File: src/rtl/pe_spike_injector_if.sv
// Spike input, destination-table config and flit output of pe_spike_injector.
// The injector sits on the slave side; the PE/switch environment drives the master side.
interface pe_spike_injector_if;
   logic        i_spike_valid;
   logic        o_spike_ready;
   logic [9:0]  i_spike_id;
   logic        i_tick;
   logic        i_cfg_we;
   logic [3:0]  i_cfg_addr;
   logic [8:0]  i_cfg_data;
   logic        o_pe_valid;
   logic        i_pe_ready;
   logic [41:0] o_pe_data;
   logic        o_busy;

   modport slave (
      input  i_spike_valid,
      output o_spike_ready,
      input  i_spike_id,
      input  i_tick,
      input  i_cfg_we,
      input  i_cfg_addr,
      input  i_cfg_data,
      output o_pe_valid,
      input  i_pe_ready,
      output o_pe_data,
      output o_busy
   );

   modport master (
      output i_spike_valid,
      input  o_spike_ready,
      output i_spike_id,
      output i_tick,
      output i_cfg_we,
      output i_cfg_addr,
      output i_cfg_data,
      input  o_pe_valid,
      output i_pe_ready,
      input  o_pe_data,
      input  o_busy
   );
endinterface

File: src/rtl/pe_spike_injector.sv
// Buffers timestamped spike events and fans each one out as flits to every enabled
// destination-table entry, in ascending entry order, one spike at a time.
module pe_spike_injector #(
   parameter int unsigned FIFO_DEPTH = 4,
   parameter logic [3:0]  SRC_X      = 4'd0,
   parameter logic [3:0]  SRC_Y      = 4'd0
) (
   input logic                i_clk,
   input logic                i_rst,
   pe_spike_injector_if.slave bus_io
);

   localparam int unsigned PtrW = $clog2(FIFO_DEPTH);
   localparam int unsigned CntW = PtrW + 1;
   localparam int unsigned EvW  = 26;

   typedef enum logic [1:0] {
      StIdle,
      StScan,
      StSend
   } state_e;

   logic [EvW-1:0]  fifo_mem_q [FIFO_DEPTH];
   logic [PtrW-1:0] wr_ptr_q, wr_ptr_d;
   logic [PtrW-1:0] rd_ptr_q, rd_ptr_d;
   logic [CntW-1:0] count_q, count_d;
   logic            full;
   logic            empty;
   logic            push;
   logic            pop;

   logic [15:0]     ts_q, ts_d;
   logic [8:0]      table_q [16];
   logic [8:0]      entry;

   state_e          state_q;
   logic [3:0]      idx_q;
   logic [9:0]      hold_id_q;
   logic [15:0]     hold_ts_q;
   logic            pe_valid_q;
   logic [41:0]     pe_data_q;

   // A full FIFO refuses pushes even when the FSM pops in the same cycle.
   assign full  = (count_q == CntW'(FIFO_DEPTH));
   assign empty = (count_q == '0);
   assign push  = bus_io.i_spike_valid && !full;
   assign pop   = (state_q == StIdle) && !empty;
   assign entry = table_q[idx_q];

   always_comb begin
      wr_ptr_d = wr_ptr_q;
      rd_ptr_d = rd_ptr_q;
      count_d  = count_q;
      ts_d     = ts_q;
      if (push) begin
         wr_ptr_d = wr_ptr_q + PtrW'(1);
      end
      if (pop) begin
         rd_ptr_d = rd_ptr_q + PtrW'(1);
      end
      if (push && !pop) begin
         count_d = count_q + CntW'(1);
      end else if (!push && pop) begin
         count_d = count_q - CntW'(1);
      end
      if (bus_io.i_tick) begin
         ts_d = ts_q + 16'd1;
      end
   end

   always_ff @(posedge i_clk) begin
      if (i_rst) begin
         wr_ptr_q <= '0;
         rd_ptr_q <= '0;
         count_q  <= '0;
         ts_q     <= '0;
      end else begin
         wr_ptr_q <= wr_ptr_d;
         rd_ptr_q <= rd_ptr_d;
         count_q  <= count_d;
         ts_q     <= ts_d;
      end
   end

   // Event storage carries no reset; occupancy is tracked by count_q alone.
   always_ff @(posedge i_clk) begin
      if (push) begin
         fifo_mem_q[wr_ptr_q] <= {bus_io.i_spike_id, ts_q};
      end
   end

   always_ff @(posedge i_clk) begin
      if (i_rst) begin
         for (int i = 0; i < 16; i++) begin
            table_q[i] <= '0;
         end
      end else if (bus_io.i_cfg_we) begin
         table_q[bus_io.i_cfg_addr] <= bus_io.i_cfg_data;
      end
   end

   always_ff @(posedge i_clk) begin
      if (i_rst) begin
         state_q    <= StIdle;
         idx_q      <= '0;
         hold_id_q  <= '0;
         hold_ts_q  <= '0;
         pe_valid_q <= 1'b0;
         pe_data_q  <= '0;
      end else begin
         unique case (state_q)
            StIdle: begin
               if (!empty) begin
                  {hold_id_q, hold_ts_q} <= fifo_mem_q[rd_ptr_q];
                  idx_q                  <= '0;
                  state_q                <= StScan;
               end
            end
            StScan: begin
               if (entry[8]) begin
                  pe_data_q  <= {entry[7:4], entry[3:0], SRC_X, SRC_Y, hold_id_q, hold_ts_q};
                  pe_valid_q <= 1'b1;
                  state_q    <= StSend;
               end else if (idx_q == 4'd15) begin
                  state_q <= StIdle;
               end else begin
                  idx_q <= idx_q + 4'd1;
               end
            end
            StSend: begin
               if (bus_io.i_pe_ready) begin
                  pe_valid_q <= 1'b0;
                  if (idx_q == 4'd15) begin
                     state_q <= StIdle;
                  end else begin
                     idx_q   <= idx_q + 4'd1;
                     state_q <= StScan;
                  end
               end
            end
            default: begin
               state_q <= StIdle;
            end
         endcase
      end
   end

   assign bus_io.o_spike_ready = !full;
   assign bus_io.o_pe_valid    = pe_valid_q;
   assign bus_io.o_pe_data     = pe_data_q;
   assign bus_io.o_busy        = !empty || (state_q != StIdle);

endmodule

File: src/flat_wrapper.sv
// flat-port wrapper written by rule: the top's interface ports become plain ports
module pe_spike_injector_flat 
#(
   parameter int unsigned FIFO_DEPTH = 4,
   parameter logic [3:0]  SRC_X      = 4'd0,
   parameter logic [3:0]  SRC_Y      = 4'd0
)
  (i_clk, i_rst, bus_io_i_spike_valid, bus_io_o_spike_ready, bus_io_i_spike_id, bus_io_i_tick, bus_io_i_cfg_we, bus_io_i_cfg_addr, bus_io_i_cfg_data, bus_io_o_pe_valid, bus_io_i_pe_ready, bus_io_o_pe_data, bus_io_o_busy);
  pe_spike_injector_if bus_io_i ();
  input logic i_clk;
  input logic i_rst;
  input wire logic [$bits(bus_io_i.i_spike_valid)-1:0] bus_io_i_spike_valid;
  output wire logic [$bits(bus_io_i.o_spike_ready)-1:0] bus_io_o_spike_ready;
  input wire logic [$bits(bus_io_i.i_spike_id)-1:0] bus_io_i_spike_id;
  input wire logic [$bits(bus_io_i.i_tick)-1:0] bus_io_i_tick;
  input wire logic [$bits(bus_io_i.i_cfg_we)-1:0] bus_io_i_cfg_we;
  input wire logic [$bits(bus_io_i.i_cfg_addr)-1:0] bus_io_i_cfg_addr;
  input wire logic [$bits(bus_io_i.i_cfg_data)-1:0] bus_io_i_cfg_data;
  output wire logic [$bits(bus_io_i.o_pe_valid)-1:0] bus_io_o_pe_valid;
  input wire logic [$bits(bus_io_i.i_pe_ready)-1:0] bus_io_i_pe_ready;
  output wire logic [$bits(bus_io_i.o_pe_data)-1:0] bus_io_o_pe_data;
  output wire logic [$bits(bus_io_i.o_busy)-1:0] bus_io_o_busy;
  assign bus_io_i.i_spike_valid = bus_io_i_spike_valid;
  assign bus_io_o_spike_ready = bus_io_i.o_spike_ready;
  assign bus_io_i.i_spike_id = bus_io_i_spike_id;
  assign bus_io_i.i_tick = bus_io_i_tick;
  assign bus_io_i.i_cfg_we = bus_io_i_cfg_we;
  assign bus_io_i.i_cfg_addr = bus_io_i_cfg_addr;
  assign bus_io_i.i_cfg_data = bus_io_i_cfg_data;
  assign bus_io_o_pe_valid = bus_io_i.o_pe_valid;
  assign bus_io_i.i_pe_ready = bus_io_i_pe_ready;
  assign bus_io_o_pe_data = bus_io_i.o_pe_data;
  assign bus_io_o_busy = bus_io_i.o_busy;
  pe_spike_injector #(.FIFO_DEPTH(FIFO_DEPTH), .SRC_X(SRC_X), .SRC_Y(SRC_Y)) u_core (.i_clk(i_clk), .i_rst(i_rst), .bus_io(bus_io_i));
endmodule
File: config.mk
export PLATFORM = sky130hd
export DESIGN_NAME = pe_spike_injector_flat
export DESIGN_NICKNAME = d
export VERILOG_FILES = /design/src/rtl/pe_spike_injector_if.sv /design/src/rtl/pe_spike_injector.sv /design/src/flat_wrapper.sv
export SDC_FILE = /design/constraint.sdc
export NUM_CORES = 1
export LEC_CHECK = 0
export ABC_AREA = 1
export CAP_MARGIN = 15
export CORE_AREA = 2 2 180 182
export CTS_BUF_LIST = sky130_fd_sc_hd__clkbuf_16
export DETAILED_ROUTE_END_ITERATION = 8
export DIE_AREA = 0 0 182 184
export PLACE_DENSITY = 0.66
export SLEW_MARGIN = 20
export SYNTH_ARGS = -nofsm -noshare
export SYNTH_HDL_FRONTEND = slang
export SYNTH_SLANG_ARGS = --single-unit
File: constraint.sdc
create_clock -name i_clk -period 2.8 [get_ports i_clk]
set_input_delay 0.7 -clock i_clk [delete_from_list [all_inputs] [get_ports i_clk]]
set_output_delay 0.7 -clock i_clk [all_outputs]
set_load 0.02 [all_outputs]
==> out/metrics.csv, run 1 <==
stage,metric,value,unit
outcome,status,completed,
clock_network,cts_made_buffers,37,
timing,maxSlewHeadroom,51.7,%
timing,skew,0.0165,ns
clock_network,hold_buffers,0,
logic_synthesis,yosysUniqueCellTypes,38,
logic_synthesis,ys_seq_area_share,66.3,%
floorplanning,die-area,33500,um^2
clock_network,clock_path_buffers,3,
job,cap_violations,0,
power_and_ir_drop,p_leak,6.16,nW
logic_synthesis,synth_flop_cell,edfxtp_1,
clock_network,clkLatencyLatePin,0.52,ns
logic_synthesis,syn-cell-area,14100,um^2
power_and_ir_drop,peakVddDrop,541,uV
timing,post-route-period-util,96.3,%
grt,grt-ovfl-total,0,
worst_hold_path,holdCritPathClass,reg2reg,
routing,wl_met2,15000,um
logic_synthesis,synthDominantCellAreaShare,52.9,%
critical_path,worstPathArrival,2.00,ns
clock_network,cts_resized,0,
grt,grt_first_pass_wirelength,51000,um
grt,track_usage,19.5,%
floorplanning,io_pins,74,
floorplanning,dieHeight,184,um
clock_network,ctsHtreeMaxLevel,2,
routing,route.met3.wl,1830,um
clock_network,clk_pin_slew,0.06,ns
floorplanning,core-area,31400,um^2
routing,wire_per_inst,17.2,um
layout,seq_area,9330,um^2
timing,rsz0062_at_grt,false,
clock_network,clock-sinks,342,
routing,drt_pre_antenna_iters,7,
timing,hold_viol,0,
layout,final_util,52.6,%
timing,holdWs,0.477,ns
timing,setup_viol,0,
logic_synthesis,synth.area.top_cells,"edfxtp_1 (53%), dfxtp_1 (13%), nor2_1 (12%), o21ai_0 (6.8%), nand2_1 (1.9%)",
logic_synthesis,synth-edff-count,248,
timing,fin_ws,0.104,ns
timing,slew_viol_final,0,
timing,fmax,371,MHz
layout,areaGrowthSynthToFinish,17.3,%
worst_hold_path,timing.hold.worst_path_depth,2,
routing,vias_per_cell,5.24,
grt,antenna_found_initial,0,
placed_design,dp_worst_setup_slack,0.0339,ns
logic_synthesis,syn_area_per_cell,10.2,um^2
routing,highest_layer,met4,
routing,wirelength,32400,um
routing,vias,9875,
power_and_ir_drop,power_density,940,nW/um^2
layout,fillCellCount,2738,
logic_synthesis,async_flop_share,0,%
placed_design,gp_congestion,0.843,
critical_path,startpoint_type,flip-flop,
critical_path,rrSetupSlack,0.49,ns
placed_design,hpwl,20200,um
power_and_ir_drop,power,15.5,mW
timing,fin_tns_setup,0,ns
logic_synthesis,yosys_register_bits,342,
logic_synthesis,ys.warnings.count,0,
logic_synthesis,yosysTopAreaCell,edfxtp_1,
layout,antenna_cells,0,
grt,grt_pass1_vias,9445,
layout,fin_nets,1495,
clock_network,cts_tree,done,
critical_path,criticalPathCategory,reg2out,
floorplanning,initial_utilization,44.8,%
floorplanning,chipWidth,182,um
routing,antenna_left,0,
routing,drc,0,
grt,grt_max_degree,73,
routing,drt_iter0_drc,812,
critical_path,required,2.10,ns
logic_synthesis,postSynthCellCount,1377,
clock_network,post_cts_buffers,0,
layout,drive_gt1_share,9.72,%
critical_path,rr_worst_depth,11,
floorplanning,rows,65,
timing,finalCriticalPeriod,2.70,ns
layout,multi_input_area,4140,um^2
routing,met1_length,14800,um
logic_synthesis,synth_most_common_cell,nor2_1,
logic_synthesis,synth.top_cells.by_count,"nor2_1 (439), edfxtp_1 (248), o21ai_0 (192), dfxtp_1 (94), nand2_1 (72)",
timing,max_slew.worst_pin.slew,0.723,ns
critical_path,crit_fanout,3,
placed_design,port_buffers,65,
clock_network,root_buffer,clkbuf_16,
critical_path,worstSetupEndpointType,output pin,
==> sequential cells by signal, indices dropped and copies added, names as in the netlist, named ones only <==
register	cells
u_core.wr_ptr_q	2
u_core.bus_io.o_pe_data	34
u_core.ts_q	16
u_core.bus_io.o_pe_valid	1
u_core.hold_ts_q	16
u_core.rd_ptr_q	2
u_core.table_q	144
u_core.idx_q	4
u_core.state_q	2
u_core.count_q	3
u_core.hold_id_q	10
u_core.fifo_mem_q	104
==> where the power goes <==
| group | switching [mW] | total, mW | internal [mW] | leakage (nW) |
|---|---|---|---|---|
| combinational | 2.71 | 4.13 | 1.41 | 2.40 |
| clock | 1.90 | 4.82 | 2.91 | 0.633 |
| sequential | 0.402 | 6.58 | 6.18 | 3.13 |
| total | 5.02 | 15.5 | 10.5 | 6.16 |
==> final timing paths <==
check | start | to
setup reg to reg | flip-flop | u_core.bus_io.o_pe_data[38]
hold / removal | u_core.bus_io.o_pe_data[12] | u_core.bus_io.o_pe_data[12]
setup / recovery | u_core.state_q[0] | bus_io_o_busy
hold reg to reg | u_core.bus_io.o_pe_data[12] | u_core.bus_io.o_pe_data[12]
==> through the flow <==
| step | area, um^2 | std cells |
|---|---|---|
| 2_1_floorplan | 14100 | 1384 |
| 3_3_place_gp | 15300 | 1817 |
| 3_5_place_dp | 15300 | 1817 |
| 4_1_cts | 16500 | 1884 |
| 5_1_grt | 16500 | 1884 |
| 6_report | 16500 | 1884 |
==> metal layers <==
metal | track usage, % | vias to the layer above
li1 | - | 4849
met1 | 26.6 | 4693
met2 | 32.4 | 276
met3 | 2.95 | 57
met4 | 5.97 | 0
met5 | 0 | -
==> worst max-delay path, stage by stage, from the launching register on <==
cell and delay, ns:
dfxtp_1 0.36, inv_1 0.09, ha_1 0.24, nand4_1 0.16, clkdlybuf4s50_1 0.63
==> layout make-up <==
class                   count  share of cell area, %
clock inverters            29                   1.56
flip-flops and latches    342                   56.5
well taps                 402                   3.05
multi-input cells         891                   25.0
repair buffers            113                   6.50
clock buffers              38                   5.76
inverters                  69                   1.60
==> kinds of logic after synthesis <==
| group | Yosys count | share of synthesized area (%) |
|---|---|---|
| compound gates | 292 | 11.2 |
| xor+xnor | 4 | 0.249 |
| fa+ha+maj | 12 | 1.12 |
| buf+inv | 151 | 4.68 |
| flops | 342 | 66.3 |
| other cells | 1 | 0.0266 |
| simple gates | 575 | 16.4 |
==> layout by cell type (no fill, tap or decap), drive strengths merged <==
cell type / n
xor2: 2
nand4: 2
nor2: 444
nor3: 7
nor3b: 2
buf: 48
edfxtp: 248
o211ai: 7
dfxtp: 94
xnor2: 2
bufinv: 5
o221ai: 3
nand2: 93
clkbuf: 38
inv: 80
o21ai: 203
o22ai: 29
a21oi: 20
a211oi: 2
or2: 3
ha: 11
clkdlybuf4s50: 65
o21a: 1
nand3: 24
clkinv: 13
conb: 8
a31oi: 27
fa: 1
Power figures use the tool's default switching activity.
==> run 2, diff against run 1 <==
--- a/config.mk
+++ b/config.mk
@@ -7,11 +7,11 @@
 export LEC_CHECK = 0
 export ABC_AREA = 1
 export CAP_MARGIN = 15
-export CORE_AREA = 2 2 180 182
+export CORE_AREA = 2 2 175 177
 export CTS_BUF_LIST = sky130_fd_sc_hd__clkbuf_16
 export DETAILED_ROUTE_END_ITERATION = 8
-export DIE_AREA = 0 0 182 184
-export PLACE_DENSITY = 0.66
+export DIE_AREA = 0 0 177 179
+export PLACE_DENSITY = 0.69
 export SLEW_MARGIN = 20
 export SYNTH_ARGS = -nofsm -noshare
 export SYNTH_HDL_FRONTEND = slang
==> constraint.sdc (replaced) <==
create_clock -name i_clk -period 2.8 [get_ports i_clk]
set_input_delay 0.7 -clock i_clk [delete_from_list [all_inputs] [get_ports i_clk]]
set_output_delay 0.7 -clock i_clk [all_outputs]
set_load 0.1 [all_outputs]
==> run 2 against run 1 <==
First-iteration DRC count is 5.8% lower; non-clock buffer count is 6 lower; clock power is 8.1% lower; register-to-register slack worse by 0.05 ns; setup slack better by 0.33 ns; utilization is 1.6 points higher; critical path depth is 6 higher; worst hold slack better by 0.0034 ns; critical path type is now reg2reg; routed wire length is 1.8% lower; via count is 1.1% higher; largest cell class unchanged.
==> out/metrics.csv, run 2 (same netlist as run 1, synthesis figures left out) <==
stage,metric,value,unit,change
worst_hold_path,worstHoldStart,u_core.bus_io.o_pe_data[15],,was u_core.bus_io.o_pe_data[12]
critical_path,rrSetupSlack,0.44,ns,was 0.49 ns
critical_path,crit_fanout,57,,was 3
floorplanning,dieHeight,179,um,was 184 um
power_and_ir_drop,power,16.3,mW,was 15.5 mW
grt,antenna_found_initial,0,,unchanged
floorplanning,rows,64,,was 65
critical_path,criticalPathCategory,reg2reg,,was reg2out
grt,grt_first_pass_wirelength,50100,um,was 51000 um
power_and_ir_drop,p_leak,6.15,nW,was 6.16 nW
clock_network,cts_resized,0,,unchanged
floorplanning,core-area,30000,um^2,was 31400 um^2
power_and_ir_drop,peakVddDrop,842,uV,was 541 uV
clock_network,clkLatencyLatePin,0.53,ns,was 0.52 ns
timing,finalCriticalPeriod,2.36,ns,was 2.70 ns
critical_path,startpoint_type,flip-flop,,unchanged
timing,post-route-period-util,84.4,%,was 96.3%
floorplanning,io_pins,74,,unchanged
timing,fmax,423,MHz,was 371 MHz
critical_path,critPathMaxStageDelay,0.42,ns,was 0.63 ns
timing,hold_viol,0,,unchanged
routing,drc,0,,unchanged
placed_design,port_buffers,65,,unchanged
floorplanning,initial_utilization,46.9,%,was 44.8%
layout,seq_area,9330,um^2,unchanged
critical_path,worstPathArrival,2.81,ns,was 2.00 ns
clock_network,post_cts_buffers,0,,unchanged
critical_path,rr_worst_depth,10,,was 11
timing,max_slew.worst_pin.slew,0.777,ns,was 0.723 ns
layout,layout_common_cells,"nor2_1 (435), edfxtp_1 (248), o21ai_0 (192), dfxtp_1 (92), buf_4 (73)",,"was nor2_1 (435), edfxtp_1 (248), o21ai_0 (192), dfxtp_1 (92), inv_1 (73)"
timing,rsz0062_at_grt,false,,unchanged
placed_design,hpwl,19700,um,was 20200 um
critical_path,r2r_end,u_core.bus_io.o_pe_data[0],,was u_core.bus_io.o_pe_data[38]
layout,fin_nets,1488,,was 1495
clock_network,clock_path_buffers,3,,unchanged
layout,antenna_cells,0,,unchanged
critical_path,path_buf_inv,2,,unchanged
layout,areaGrowthSynthToFinish,15.6,%,was 17.3%
clock_network,clock-sinks,342,,unchanged
outcome,status,completed,,unchanged
routing,vias,9981,,was 9875
critical_path,crit_chain,inv_4 > nand2_1 > nand3_1 > nand3_1 > nand3_1 > nand2_2 > nand2_4 > buf_4 > o21ai_0 > nor2_1,,was inv_1 > ha_1 > nand4_1 > clkdlybuf4s50_1
clock_network,root_buffer,clkbuf_16,,unchanged
grt,grt_pass1_vias,9499,,was 9445
clock_network,ctsHtreeMaxLevel,2,,unchanged
timing,skew,0.0233,ns,was 0.0165 ns
placed_design,placed_cell_area,15200,um^2,was 15300 um^2
placed_design,gp_congestion,0.861,,was 0.843
placed_design,dp_cells,1805,,was 1817
layout,stdcell_area,16300,um^2,was 16500 um^2
timing,slew_viol_final,0,,unchanged
worst_hold_path,holdCritPathClass,reg2reg,,unchanged
timing,fin_ws,0.437,ns,was 0.104 ns
grt,grt-ovfl-total,0,,unchanged
critical_path,required,3.25,ns,was 2.10 ns
layout,fillCellCount,2595,,was 2738
layout,final_common_cell,nor2_1,,unchanged
floorplanning,die-area,31700,um^2,was 33500 um^2
timing,setup_viol,0,,unchanged
layout,multi_input_area,4140,um^2,unchanged
clock_network,cts_made_buffers,36,,was 37
job,cap_violations,0,,unchanged
routing,antenna_left,0,,unchanged
critical_path,critPathTopFamily,simple AND/OR/NAND/NOR gates,,was buffers and inverters
clock_network,clk_pin_slew,0.06,ns,about the same
grt,track_usage,20.3,%,was 19.5%
clock_network,hold_buffers,0,,unchanged
worst_hold_path,timing.hold.worst_path_depth,2,,unchanged
routing,drt_pre_antenna_iters,7,,unchanged
timing,fin_tns_setup,0,ns,unchanged
layout,regMostFlops,u_core.table_q,,unchanged
timing,maxSlewHeadroom,48.2,%,was 51.7%
routing,wire_per_inst,17.0,um,was 17.2 um
clock_network,cts_tree,done,,unchanged
worst_hold_path,worst_hold_path.endpoint,u_core.bus_io.o_pe_data[15],,was u_core.bus_io.o_pe_data[12]
critical_path,worstSetupEndpointType,flip-flop,,was output pin
critical_path,crit_slowest_cell,inv_4,,was clkdlybuf4s50_1
routing,drt_iter0_drc,765,,was 812
routing,vias_per_cell,5.33,,was 5.24
placed_design,dp_worst_setup_slack,0.282,ns,was 0.0339 ns
power_and_ir_drop,power_density,1000,nW/um^2,was 940 nW/um^2
layout,largest_reg_flops,144,,unchanged
floorplanning,chipWidth,177,um,was 182 um
layout,drive_gt1_share,11.7,%,was 9.72%
layout,fin_cells,1871,,was 1884
critical_path,cpMostUsedCell,nand3_1,,
grt,grt_max_degree,97,,was 73
routing,wirelength,31800,um,was 32400 um
==> run 2: area by class of cell <==
type	count	area share (%)
clock inverters	29	1.09
multi-input cells	891	25.4
inverters	69	1.62
flip-flops and latches	342	57.3
repair buffers	107	5.83
clock buffers	37	5.69
well taps	396	3.04
==> run 2: per-stage QoR <==
stage	utilization (%)	hold slack, ns
after detailed placement	50.5	0.474
after global placement	50.5	0.465
after global routing	54.2	0.508
after floorplan	-	0.458
final	54.2	0.480
after CTS	54.2	0.488
==> run 2: worst max-delay path by stage <==
stage                       from                          to  cells after the start
2_1_floorplan  u_core.count_q[1]     u_core.fifo_mem_q[0][0]                      4
3_3_place_gp       bus_io_i_tick             u_core.ts_q[15]                     10
3_5_place_dp               i_rst        u_core.table_q[3][2]                      7
4_1_cts        u_core.state_q[0]               bus_io_o_busy                      4
5_1_grt                flip-flop  u_core.bus_io.o_pe_data[9]                     10
6_report               flip-flop  u_core.bus_io.o_pe_data[0]                     10
==> run 2: layer usage <==
metal | track usage, % | up-vias | share of wire, %
li1 | - | 4820 | -
met5 | 0 | - | 0
met2 | 35.1 | 355 | 50
met3 | 3.77 | 62 | 7.4
met1 | 25.9 | 4744 | 41
met4 | 6.68 | 0 | 2.3
==> run 2: power by group <==
group          leakage (nW)  total, mW  switching [mW]  internal, mW
clock network         0.572       4.43            1.92          2.50
logic                  2.45       5.36            4.02          1.34
registers              3.13       6.53           0.349          6.18
==> run 2: worst register-to-register path, stage by stage (launching register included) <==
cell,delay [ns]
dfxtp_2,0.35
inv_4,0.42
nand2_1,0.13
nand3_1,0.14
nand3_1,0.18
nand3_1,0.19
nand2_2,0.08
nand2_4,0.20
buf_4,0.34
o21ai_0,0.12
nor2_1,0.16
==> run 3, diff against run 2 <==
==> constraint.sdc (replaced) <==
create_clock -name i_clk -period 2.26 [get_ports i_clk]
set_input_delay 0.565 -clock i_clk [delete_from_list [all_inputs] [get_ports i_clk]]
set_output_delay 0.565 -clock i_clk [all_outputs]
set_load 0.1 [all_outputs]
==> run 3 against run 2 <==
Count of clock-buffer cells in the layout decreased by 1; die area unchanged; routed wire length increased by 2.8%; sequential power increased by 24%; setup slack got worse by 0.25 ns; clock skew increased by 0.015 ns; cell area increased by 3.1%.
==> out/metrics.csv, run 3 (same netlist as run 1, synthesis figures left out) <==
stage,metric,value,unit,change
outcome,status,completed,,unchanged
placed_design,gp_congestion,0.926,,was 0.861
clock_network,root_buffer,clkbuf_16,,unchanged
layout,fin_cells,1907,,was 1871
timing,maxSlewHeadroom,58.9,%,was 48.2%
clock_network,clkLatencyLatePin,0.52,ns,was 0.53 ns
routing,drt_pre_antenna_iters,5,,was 7
power_and_ir_drop,power_density,1240,nW/um^2,was 1000 nW/um^2
timing,fmax,481,MHz,
critical_path,required,1.69,ns,was 3.25 ns
timing,fin_tns_setup,0,ns,unchanged
layout,final_common_cell,nor2_1,,unchanged
routing,vias,10200,,was 9981
floorplanning,initial_utilization,46.9,%,unchanged
grt,grt_max_degree,73,,was 97
timing,setup_viol,0,,unchanged
layout,fillCellCount,2524,,was 2595
critical_path,worstSetupEndpointType,output pin,,was flip-flop
critical_path,startpoint_type,flip-flop,,unchanged
timing,finalCriticalPeriod,2.08,ns,
routing,wirelength,32700,um,was 31800 um
layout,regMostFlops,u_core.table_q,,unchanged
layout,layout_common_cells,"nor2_1 (433), edfxtp_1 (248), o21ai_0 (192), buf_4 (102), dfxtp_1 (91)",,"was nor2_1 (435), edfxtp_1 (248), o21ai_0 (192), dfxtp_1 (92), buf_4 (73)"
grt,grt_pass1_vias,9740,,was 9499
floorplanning,die-area,31700,um^2,unchanged
power_and_ir_drop,p_sw_share,37.9,%,was 38.6%
clock_network,cts_tree,done,,unchanged
clock_network,cts_made_buffers,35,,was 36
power_and_ir_drop,p_sw,7.87,mW,was 6.29 mW
clock_network,ctsHtreeMaxLevel,2,,unchanged
critical_path,criticalPathCategory,reg2out,,was reg2reg
grt,grt_first_pass_wirelength,51300,um,was 50100 um
layout,areaGrowthSynthToFinish,19.2,%,was 15.6%
power_and_ir_drop,internal_power,12.9,mW,was 10.0 mW
floorplanning,core-area,30000,um^2,unchanged
timing,slew_viol_final,0,,unchanged
placed_design,hpwl,20700,um,was 19700 um
floorplanning,dieHeight,179,um,unchanged
clock_network,clock-sinks,342,,unchanged
timing,skew,0.0379,ns,was 0.0233 ns
floorplanning,chipWidth,177,um,unchanged
placed_design,dp_worst_setup_slack,-0.139,ns,was 0.282 ns
job,cap_violations,0,,unchanged
layout,drive_gt1_share,15.1,%,was 11.7%
timing,fin_ws,0.183,ns,was 0.437 ns
routing,wire_per_inst,17.2,um,was 17.0 um
timing,holdWs,0.485,ns,was 0.480 ns
power_and_ir_drop,p_leak,6.39,nW,was 6.15 nW
timing,rsz0062_at_grt,false,,unchanged
layout,stdcell_area,16800,um^2,was 16300 um^2
routing,drt_iter0_drc,1053,,was 765
critical_path,worstPathArrival,1.51,ns,was 2.81 ns
power_and_ir_drop,pwr-share-seq,39.0,%,was 40.0%
routing,antenna_left,0,,unchanged
grt,track_usage,21.1,%,was 20.3%
clock_network,clk_pin_slew,0.07,ns,was 0.06 ns
layout,antenna_cells,0,,unchanged
placed_design,port_buffers,65,,unchanged
clock_network,clock_path_buffers,3,,unchanged
critical_path,crit_fanout,3,,was 57
layout,final_util,55.9,%,was 54.2%
routing,drc,0,,unchanged
power_and_ir_drop,power,20.8,mW,was 16.3 mW
power_and_ir_drop,peakVddDrop,603,uV,was 842 uV
timing,hold_viol,0,,unchanged
power_and_ir_drop,p_comb_share,33.1,%,was 32.8%
grt,grt-ovfl-total,0,,unchanged
layout,largest_reg_flops,144,,unchanged
timing,max_slew.worst_pin.slew,0.616,ns,was 0.777 ns
layout,fin_nets,1525,,was 1488
grt,antenna_found_initial,0,,unchanged
placed_design,dp_cells,1843,,was 1805
worst_hold_path,holdCritPathClass,reg2reg,,unchanged
timing,post-route-period-util,91.9,%,
floorplanning,io_pins,74,,unchanged
power_and_ir_drop,power_frac_clock,27.9,%,was 27.1%
placed_design,placed_cell_area,15600,um^2,was 15200 um^2
floorplanning,rows,64,,unchanged
routing,vias_per_cell,5.33,,about the same
[run 3: cell types whose count changed in the layout (fill, tap and decap cells not counted), sizes merged]
| cell | change |
|---|---|
| clkbuf | -1 |
| buf | +38 |
| clkinv | -1 |
| bufinv | +3 |
| inv | -5 |
| clkinvlp | +2 |
[run 3: final timing paths]
path / end / slack (ns) / cells past startpoint / start
hold reg to reg: u_core.bus_io.o_pe_data[10] / 0.49 / 2 / u_core.bus_io.o_pe_data[10]
hold / removal: u_core.bus_io.o_pe_data[10] / 0.49 / 2 / u_core.bus_io.o_pe_data[10]
setup reg to reg: u_core.bus_io.o_pe_data[11] / 0.20 / 11 / flip-flop
setup / recovery: bus_io_o_busy / 0.18 / 4 / u_core.state_q[0]
[run 3: worst max-delay path, cell delays in order, from the launching register on]
cell,delay (ns)
dfxtp_1,0.34
inv_2,0.10
ha_4,0.14
nand4_1,0.17
buf_12,0.23
[run 3: repair_timing]
action	CTS	global route
resized for setup	0	2
hold buffers	0	0
setup endpoints to repair	0	34
buffers inserted	0	0
[run 3: final cells by class]
cell class | count | area [um^2] | area share (%)
clock buffer | 36 | 901 | 5.37
clock inverter | 28 | 272 | 1.62
inverter | 69 | 269 | 1.60
multi-input combinational | 891 | 4170 | 24.8
sequential | 342 | 9330 | 55.6
tap | 396 | 495 | 2.95
timing repair buffer | 145 | 1350 | 8.02
[run 3: per-layer routing]
layer	vias to the layer above	part of all wire (%)	track usage, %	wire, um
met4	0	2.5	6.89	806
met1	4814	42	27.8	13900
met5	-	0	0	0
li1	4897	-	-	-
met2	384	48	35.2	15700
met3	66	7.3	3.84	2380
[run 3: power groups by stage]
stage | Sequential [mW] | Clock [mW] | Combinational (mW)
2_1_floorplan | 9.75 | 0 | 3.44
3_3_place_gp | 8.20 | 0 | 6.73
3_5_place_dp | 8.22 | 0 | 6.85
4_1_cts | 8.10 | 5.88 | 6.88
5_1_grt | 8.19 | 6.12 | 7.47
6_report | 8.10 | 5.79 | 6.86
